## config.mk

```make
export PLATFORM = sky130hd
export DESIGN_NAME = wr_ptr_ctrl
export DESIGN_NICKNAME = d
export VERILOG_FILES = /design/src/rtl/wr_ptr_ctrl.sv
export SDC_FILE = /design/constraint.sdc
export NUM_CORES = 1
export LEC_CHECK = 0
export CAP_MARGIN = 10
export CORE_MARGIN = 8
export CORE_UTILIZATION = 29
export DETAILED_ROUTE_END_ITERATION = 10
export PLACE_DENSITY_LB_ADDON = 0.1
export SLEW_MARGIN = 20
export SYNTH_ARGS = -nofsm -noshare
export SYNTH_HDL_FRONTEND = slang
export SYNTH_SLANG_ARGS = --single-unit
```

## constraint.sdc

```tcl
create_clock -name clk -period 3.1 [get_ports clk]
set_input_delay 0.62 -clock clk [delete_from_list [all_inputs] [get_ports clk]]
set_output_delay 0.62 -clock clk [all_outputs]
set_load 0.02 [all_outputs]
```

## src/rtl/wr_ptr_ctrl.sv

```systemverilog
// ---------------------------------------------------------------------------
// wr_ptr_ctrl
// Write-side pointer and status controller of the synchronous AXI-stream
// FIFO. It owns the (ALEN+1)-bit write pointer, whose top bit is the wrap bit
// that tells full apart from empty. It gates RAM writes, and it produces
// registered full, almost-full and fill count from its own next pointer and
// the read pointer. The read pointer comes from the read-side controller in
// the same clock domain. A write attempted while full is latched in a sticky
// overflow flag.
//
// Status timing: the flags are computed from the *next* write pointer, so a
// write raises them with no lag. i_rptr is the read pointer as it stands
// before the current edge, so a read lowers them one cycle late. That lag only
// ever over-reports fill, which means an entry can never be overwritten.
// ---------------------------------------------------------------------------
module wr_ptr_ctrl #(
  parameter int ALEN         = 8,
  parameter int INCR         = 1,
  parameter int AFULL_THRESH = (2 ** ALEN) - 2
) (
  input  logic            clk,
  input  logic            rstn,
  input  logic            i_wen,
  input  logic            i_ovf_clr,
  input  logic [ALEN:0]   i_rptr,
  output logic [ALEN-1:0] o_waddr,
  output logic [ALEN:0]   o_wptr,
  output logic            o_ram_wen,
  output logic            o_wfull,
  output logic            o_walmost_full,
  output logic [ALEN:0]   o_wcount,
  output logic            o_woverflow
);

  // Pointer width including the wrap bit. All pointer arithmetic is done at
  // this width, so it wraps naturally modulo 2**(ALEN+1).
  localparam int PW    = ALEN + 1;
  localparam int DEPTH = 2 ** ALEN;

  // Pointer step for each accepted write.
  localparam logic [ALEN:0] LP_INCR = PW'(INCR);

  // Full means "there is no room for one more INCR-sized step": fill > DEPTH-INCR.
  localparam logic [ALEN:0] LP_FULL_LIM = PW'(DEPTH - INCR);

  // Almost-full threshold. It can be as large as DEPTH, which still fits in PW bits.
  localparam logic [ALEN:0] LP_AFULL = PW'(AFULL_THRESH);

  // Registered state.
  logic [ALEN:0] r_wptr;
  logic [ALEN:0] r_wcount;
  logic          r_wfull;
  logic          r_walmost_full;
  logic          r_woverflow;

  // Next-state and combinational terms.
  logic          w_ram_wen;
  logic [ALEN:0] w_wptr_d;
  logic [ALEN:0] w_fill_d;
  logic          w_wfull_d;
  logic          w_walmost_full_d;
  logic          w_ovf_set;
  logic          w_woverflow_d;

  // Fill level between the next write pointer and the read pointer. The
  // subtraction is modulo 2**PW, so it stays correct when either pointer
  // wraps past all-ones back to zero.
  function automatic logic [ALEN:0] f_fill(input logic [ALEN:0] wptr,
                                           input logic [ALEN:0] rptr);
    f_fill = wptr - rptr;
  endfunction

  // Write gating and next pointer. The RAM write lands in the same cycle as
  // the request.
  always_comb begin
    w_ram_wen = 1'b0;
    w_wptr_d  = r_wptr;
    w_ram_wen = i_wen & ~r_wfull;
    if (w_ram_wen) begin
      w_wptr_d = r_wptr + LP_INCR;
    end else begin
      w_wptr_d = r_wptr;
    end
  end

  // Status terms, derived from the post-write pointer and the pre-read read pointer.
  always_comb begin
    w_fill_d         = '0;
    w_wfull_d        = 1'b0;
    w_walmost_full_d = 1'b0;
    w_fill_d         = f_fill(w_wptr_d, i_rptr);
    w_wfull_d        = (w_fill_d > LP_FULL_LIM);
    w_walmost_full_d = (w_fill_d >= LP_AFULL);
  end

  // Sticky overflow. A write attempt while full sets the flag. If a set and
  // a clear arrive in the same cycle, the set wins, so that no event is lost.
  always_comb begin
    w_ovf_set     = 1'b0;
    w_woverflow_d = r_woverflow;
    w_ovf_set     = i_wen & r_wfull;
    if (w_ovf_set) begin
      w_woverflow_d = 1'b1;
    end else if (i_ovf_clr) begin
      w_woverflow_d = 1'b0;
    end else begin
      w_woverflow_d = r_woverflow;
    end
  end

  // State registers. The synchronous reset overrides every input, including a write mid-burst.
  always_ff @(posedge clk) begin
    if (!rstn) begin
      r_wptr         <= '0;
      r_wcount       <= '0;
      r_wfull        <= 1'b0;
      r_walmost_full <= 1'b0;
      r_woverflow    <= 1'b0;
    end else begin
      r_wptr         <= w_wptr_d;
      r_wcount       <= w_fill_d;
      r_wfull        <= w_wfull_d;
      r_walmost_full <= w_walmost_full_d;
      r_woverflow    <= w_woverflow_d;
    end
  end

  assign o_wptr         = r_wptr;
  assign o_waddr        = r_wptr[ALEN-1:0];
  assign o_ram_wen      = w_ram_wen;
  assign o_wfull        = r_wfull;
  assign o_walmost_full = r_walmost_full;
  assign o_wcount       = r_wcount;
  assign o_woverflow    = r_woverflow;

endmodule
```

==> results of run 1 <==
worst register-to-register path, cell delays in order (launching register included):
cell     delay [ps]
dfxtp_1         420
ha_1            190
and2_1          170
nand3_1         100
xnor2_1         220
ha_1            300
o211a_1         140
o31a_1          130
o41ai_2         310
xnor2_1         130
and2_1          160
a32o_1          240
power breakdown:
part           switching, mW  internal, mW  leakage (nW)  total, mW
clock                 0.0908        0.0914        0.0228      0.182
sequential           0.00745         0.286         0.173      0.294
combinational         0.0772        0.0964         0.593      0.174
total                  0.175         0.474         0.789      0.649
timing repair:
action	CTS	global route
buffers inserted	0	3
gates resized for setup	0	10
endpoints found under the setup margin	0	1
state kept, by name, indices dropped and copies added (netlist names):
name	flops
o_walmost_full	1
o_wptr	9
o_woverflow	1
o_wfull	1
o_wcount	9
area by class of cell:
| cell class | count | area, µm² |
|---|---|---|
| fill | 392 | 2170 |
| multi-input combinational | 84 | 677 |
| timing repair buffer | 57 | 539 |
| sequential | 21 | 420 |
| tap | 50 | 62.6 |
| clock buffer | 4 | 45.0 |
| inverter | 8 | 30.0 |
logic make-up (layout without fill, tap and decap cells):
group	Yosys count	in the layout	share of synthesized area [%]
buffers and inverters	19	69	8.81
AOI/OAI and AO/OA	10	10	7.73
adders and majority gates	10	10	11.4
DFF	21	21	36.1
muxes	1	1	0.859
and+or+nand+nor	47	47	23.1
xor gates and xnor gates	16	16	12.0
Yosys cell counts, drive strengths merged (2+ instances only):
master,number,area [µm²]
nor2b,9,56.3
nor2,6,22.5
xnor2,13,114
and4,3,26.3
and2,16,100
dfxtp,21,420
o21a,2,15.0
ha,9,113
nand3,3,15.0
nand2,5,18.8
clkbuf,2,7.51
xor2,3,26.3
inv,8,30.0
buf,9,65.1
worst max path at each step:
stage          start              to  slack [ps]  cells after the start
5_1_grt        i_wen  o_walmost_full         280                     12
3_5_place_dp   i_wen  o_walmost_full        -140                     12
6_report       i_wen  o_walmost_full         410                     12
2_1_floorplan  i_wen  o_walmost_full         300                     11
4_1_cts        i_wen  o_walmost_full         120                     12
3_3_place_gp   i_wen  o_walmost_full        -120                     12
metal layers:
metal  track usage, %  wire, µm  vias up
li1                 -         -      500
met1             10.3      1190      436
met2             15.5      1320       24
met3             3.27       212        2
met4             3.89        33        0
met5                0         0        -
==> results.rst, run 1 <==
.. list-table::
   :header-rows: 1

   * - Metric
     - Value
   * - Result of the run
     - finished clean
   * - Hold buffer count at CTS
     - 0
   * - Clock latency on the worst-skew pair
     - roughly 250 ps
   * - Series of cell instances along the critical path
     - dlymetal6s2s_1 -> nor2b_4 -> buf_6 -> mux2i_2 -> inv_1 -> ha_1 -> nor2b_1 -> o31a_1 -> o41ai_2 -> xnor2_1 -> and2_1 -> a32o_1
   * - Half-perimeter wire length after placement
     - about 2200 µm
   * - TritonCTS clock tree
     - done
   * - Starting density of the core
     - 29.5%
   * - Number of buffer and inverter stages on the critical path
     - 3
   * - Startpoint kind of the worst setup timing path
     - primary input
   * - Final max-slew violation count
     - 0
   * - Data required time at the worst endpoint
     - 3260 ps
   * - Reg-to-Reg Start
     - o_wptr[0]
   * - Static power due to leakage
     - 0.789 nW
   * - Post-route DRC
     - 0
   * - Layout cells sized above 1
     - 14.4%
   * - Worst stage delay on the critical path
     - roughly 330 ps
   * - Category of the critical setup timing path
     - in -> reg
   * - Max rail drop VDD
     - between 150 and 200 µV
   * - Hold_ws
     - roughly 470 ps
   * - Pin count of the biggest net entering global routing
     - 22
   * - Slowest CP cell
     - o31a_1
   * - Core outline area
     - 3940 µm²
   * - Power per Cell Area
     - between 300 and 400 nW/µm²
   * - Critical hold path startpoint
     - o_woverflow
   * - Main synth FF type
     - dfxtp_1
   * - Total via count in the routed design
     - 962
   * - Sinks on the clock net
     - 21
   * - Tmin final
     - ~2700 ps
   * - Total instance count after detailed placement
     - 217
   * - Final critical-path setup slack
     - 409 ps
   * - Die boundary width
     - 79.4 µm
   * - Site row count
     - 23
   * - Number of optimization iterations in the first detailed-route pass
     - 4
   * - Worst slack, placed
     - -136 ps
   * - Die Span Y
     - just under 80 µm
   * - Cell Count, Final, Fillers Out
     - between 200 and 250
   * - Share of synthesized registers carrying an async set or reset
     - 0%
   * - Cell variety after synth
     - 31
   * - Number of H-tree levels
     - 1
   * - Gpl congestion
     - 0.797
   * - Post-place instance area
     - 1670 µm²
   * - Leading cell types in the layout, fill and taps excluded
     - clkdlybuf4s50_1, dfxtp_1, and2_1, buf_4, xnor2_1
   * - Kind of cell adding the most delay to the critical path
     - compound AO/OA/AOI/OAI gates
   * - Antenna violations before repair
     - 0
   * - Cts bufs inserted
     - 3
   * - Sequential area share after synthesis
     - 36.1%
   * - Total Nets Final
     - 198
   * - Post-detailed-route wirelength per cell
     - 12.3 µm
   * - Finished Cell Area
     - 1770 µm²
   * - Endpoints failing hold
     - 0
   * - Critical Path End Type
     - flip-flop
   * - Area of the mapped netlist
     - 1160 µm²
   * - Headroom to the max-slew limit
     - 80.2%
   * - Arrival time at the worst endpoint
     - 2850 ps
   * - End point of the most critical hold path
     - o_woverflow
   * - Average footprint of a synthesized cell
     - 9.39 µm²
   * - Total nets after synthesis
     - 147
   * - Via count of the first global-routing pass
     - roughly 1100
   * - Clock root cell
     - clkbuf_8
   * - Transition time of the tightest slew-check pin
     - 296 ps
   * - I/O Pins
     - 43
   * - Sum of overflow across all layers after global routing
     - 0
   * - R2R depth
     - 11
   * - Synthesis warning total
     - 0
   * - Fraction of the core area covered by cells at the end of the flow
     - 45.0%
   * - Overall Power
     - 649 µW
   * - Initial DRC count
     - 21
   * - Die footprint
     - between 6000 and 7000 µm²
   * - # diodes
     - 0
   * - Area added between synthesis and finish
     - 52.3%
   * - Count of flip-flops with a built-in enable after synthesis
     - 0
   * - Routed Wire Length
     - 2750 µm
   * - Achievable frequency
     - 372 MHz
   * - CTS clk-pin slew, worst paths
     - 80 ps
   * - Path type of the worst min-delay path
     - reg -> reg
   * - Highest fanout seen on the critical path
     - 6
   * - Number of I/O port buffers
     - 42
   * - Reg-to-reg slack, setup
     - around 500 ps
   * - Detailed-route vias per instance
     - 4.29
   * - Count of mapped cells out of synthesis
     - 124
   * - RSZ-0062 raised after global routing
     - no
   * - Overall fraction of global-route tracks in use
     - 9.22%
   * - Number of maximum-capacitance violations
     - 0
   * - Number of buffers on the longest clock path
     - 2
   * - Endpoints failing setup
     - 0
   * - Wire length of the first global-routing pass
     - ~4700 µm
   * - Most common library cell in the layout ignoring fill and taps
     - clkdlybuf4s50_1
   * - Hold path cells
     - 2
   * - Total negative slack
     - 0 ps
   * - Number of synthesized register bits
     - 21
   * - Post-route ant nets
     - 0
   * - Final critical-path share of the clock period
     - between 80% and 90%
   * - Reg-to-Reg End
     - o_walmost_full
   * - Final clock skew
     - between 0.8 and 0.9 ps
(Power assumes the default switching activity.)
==> inputs of run 2 (changes only) <==
--- a/config.mk
+++ b/config.mk
@@ -9,6 +9,7 @@
 export CORE_MARGIN = 8
 export CORE_UTILIZATION = 29
 export DETAILED_ROUTE_END_ITERATION = 10
+export GPL_TIMING_DRIVEN = 0
 export PLACE_DENSITY_LB_ADDON = 0.1
 export SLEW_MARGIN = 20
 export SYNTH_ARGS = -nofsm -noshare
==> run 2 against run 1 <==
  * Maximum frequency fell by 3.0%
  * Die area stayed put
  * Critical path depth unchanged
  * Core utilization down 0.44 points
  * Highest routed layer unchanged
==> results.rst, run 2 (same netlist as run 1, synthesis figures left out) <==
.. list-table::
   :header-rows: 1

   * - Metric
     - Value
   * - Result of the run
     - finished clean
   * - Overall fraction of global-route tracks in use
     - 8.81% (-0.41 points)
   * - Critical hold path startpoint
     - o_woverflow
   * - Detailed-route vias per instance
     - 4.24 (-1.4%)
   * - Die footprint
     - 6300 µm² (unchanged)
   * - Headroom to the max-slew limit
     - 73.2% (-7.0 points)
   * - P_int
     - 471 µW (-0.69%)
   * - Total via count in the routed design
     - 949 (-1.4%)
   * - Starting density of the core
     - 29.5% (unchanged)
   * - Post-place instance area
     - 1650 µm² (-1.1%)
   * - Power per Cell Area
     - 368 nW/µm² (+0.59%)
   * - Initial DRC count
     - 26 (+24%)
   * - Final critical-path share of the clock period
     - 89.5% (+2.7 points)
   * - Most common library cell in the layout ignoring fill and taps
     - clkdlybuf4s50_1
   * - Number of buffers on the longest clock path
     - 2 (unchanged)
   * - Number of maximum-capacitance violations
     - 0 (unchanged)
   * - Site row count
     - 23 (unchanged)
   * - Kind of cell adding the most delay to the critical path
     - compound AO/OA/AOI/OAI gates
   * - Sum of overflow across all layers after global routing
     - 0 (unchanged)
   * - Beginning of the critical path
     - i_wen
   * - Layout cells sized above 1
     - 12.1% (-2.3 points)
   * - Data required time at the worst endpoint
     - 3250 ps (about the same)
   * - # diodes
     - 0 (unchanged)
   * - Half-perimeter wire length after placement
     - 2180 µm (-1.6%)
   * - Total Nets Final
     - 198 (unchanged)
   * - Worst stage delay on the critical path
     - 330 ps (about the same)
   * - Area added between synthesis and finish
     - 50.8%
   * - Achievable frequency
     - 361 MHz (-3.0%)
   * - Share of power burned in registers
     - 45.5% (+0.3 points)
   * - Pin count of the biggest net entering global routing
     - 12 (-45%)
   * - Arrival time at the worst endpoint
     - 2930 ps (+80 ps)
   * - Startpoint kind of the worst setup timing path
     - primary input
   * - Category of the critical setup timing path
     - in -> reg
   * - Number of optimization iterations in the first detailed-route pass
     - 3 (-1)
   * - Endpoints failing hold
     - 0 (unchanged)
   * - # fillers
     - 372 (-5.1%)
   * - Core outline area
     - 3940 µm² (unchanged)
   * - CTS clk-pin slew, worst paths
     - 80 ps (about the same)
   * - I/O Pins
     - 43 (unchanged)
   * - Net Sw Frac
     - 27.2% (+0.21 points)
   * - Reg-to-Reg Start
     - o_wptr[1]
   * - Die Span Y
     - 79.4 µm (unchanged)
   * - RSZ-0062 raised after global routing
     - no
   * - Wire length of the first global-routing pass
     - 4340 µm (-7.5%)
   * - Path type of the worst min-delay path
     - reg -> reg
   * - Final max-slew violation count
     - 0 (unchanged)
   * - Antenna violations before repair
     - 0 (unchanged)
   * - Leading cell types in the layout, fill and taps excluded
     - clkdlybuf4s50_1, dfxtp_1, and2_1, xnor2_1, buf_4
   * - Sw power
     - 176 µW (+0.36%)
   * - Gpl congestion
     - 0.700 (-12%)
   * - Series of cell instances along the critical path
     - dlymetal6s2s_1 -> nor2b_4 -> buf_6 -> mux2i_4 -> inv_1 -> ha_1 -> nor2b_2 -> o31a_1 -> o41ai_2 -> xnor2_1 -> and2_1 -> a32o_1
   * - Post-route DRC
     - 0 (unchanged)
   * - Die boundary width
     - 79.4 µm (unchanged)
   * - TritonCTS clock tree
     - done
   * - Fraction of the core area covered by cells at the end of the flow
     - 44.6% (-0.44 points)
   * - Part of the total power dissipated in combinational logic
     - 26.4% (-0.3 points)
   * - Clock latency on the worst-skew pair
     - 260 ps (about the same)
   * - Static power due to leakage
     - 0.771 nW (-2.3%)
   * - Max rail drop VDD
     - 236 µV (+27%)
   * - Cts bufs inserted
     - 3 (unchanged)
   * - Highest fanout seen on the critical path
     - 7 (+1)
   * - Via count of the first global-routing pass
     - 950 (-12%)
   * - Tmin final
     - 2770 ps (+82.5 ps)
   * - Endpoints failing setup
     - 0 (unchanged)
   * - Post-route ant nets
     - 0 (unchanged)
   * - Routed Wire Length
     - 2720 µm (-1.3%)
   * - Sinks on the clock net
     - 21 (unchanged)
   * - Post-detailed-route wirelength per cell
     - 12.1 µm (-1.3%)
   * - Number of H-tree levels
     - 1 (unchanged)
   * - Clock share of power
     - 28.2% (about the same)
   * - Critical Path End Type
     - flip-flop
   * - Clock root cell
     - clkbuf_8
   * - Number of I/O port buffers
     - 42 (unchanged)
   * - Finished Cell Area
     - 1760 µm² (-0.99%)
   * - Slowest CP cell
     - o31a_1
   * - Transition time of the tightest slew-check pin
     - 402 ps (+106 ps)
   * - Final clock skew
     - 2.48 ps (+1.61 ps)
   * - Number of buffer and inverter stages on the critical path
     - 3 (unchanged)
-- run 2: worst reg2reg max path, cell delays in order, from the launching register on --
cell and delay, ps:
dfxtp_1 450, ha_1 310, mux2i_4 190, inv_1 70, ha_1 260, nor2b_2 150, o31a_1 330, o41ai_2 310
xnor2_1 130, and2_1 160, a32o_1 250
-- run 2: per-stage QoR --
stage	hold WS [ps]	std cells	setup slack, ps	TNS [ps]	power, mW
finish	466	224	327	0	0.647
global route	497	224	211	0	0.684
CTS	472	220	10.7	0	0.652
detailed placement	459	216	-427	-722	0.459
global placement	455	216	-382	-604	0.458
floorplan	541	124	295	0	0.388
-- run 2: cell type report --
class                           count  area [µm²]  share of cell area (%)
Clock buffer                        4        45.0                    2.56
Buffer                             11        78.8                    4.49
Tap cell                           50        62.6                    3.56
Sequential cell                    21         420                    23.9
Timing Repair Buffer               46         453                    25.8
Inverter                            8        30.0                    1.71
Multi-Input combinational cell     84         667                    38.0
-- run 2: final timing paths --
check / endpoint / slack (ps) / depth (start not counted)
worst min-delay path: o_woverflow / 470 / 2
worst max-delay path: o_walmost_full / 330 / 12
worst min register to register: o_woverflow / 470 / 2
worst max register to register: o_walmost_full / 390 / 10
-- run 2: what timing repair did --
item | 4_1_cts | 5_1_grt
resized for setup | 3 | 6
pin swaps | 0 | 3
hold buffers | 0 | 0
buffers inserted | 0 | 4
endpoints found under the setup margin | 1 | 1
-- run 2: power groups by stage --
stage          Clock, mW  Sequential (mW)  Combinational (mW)
6_report           0.182            0.294               0.170
5_1_grt            0.201            0.296               0.186
4_1_cts            0.193            0.294               0.165
3_5_place_dp           0            0.300               0.159
3_3_place_gp           0            0.299               0.158
2_1_floorplan          0            0.321              0.0676
-- run 2: routing by layer --
metal / part of all wire, % / global-route usage, % / vias to the layer above
met5: 0 / 0 / -
met4: 0.92 / 2.78 / 0
met3: 7.9 / 4.50 / 2
met2: 49 / 15.2 / 27
met1: 42 / 9.06 / 422
li1: - / - / 498
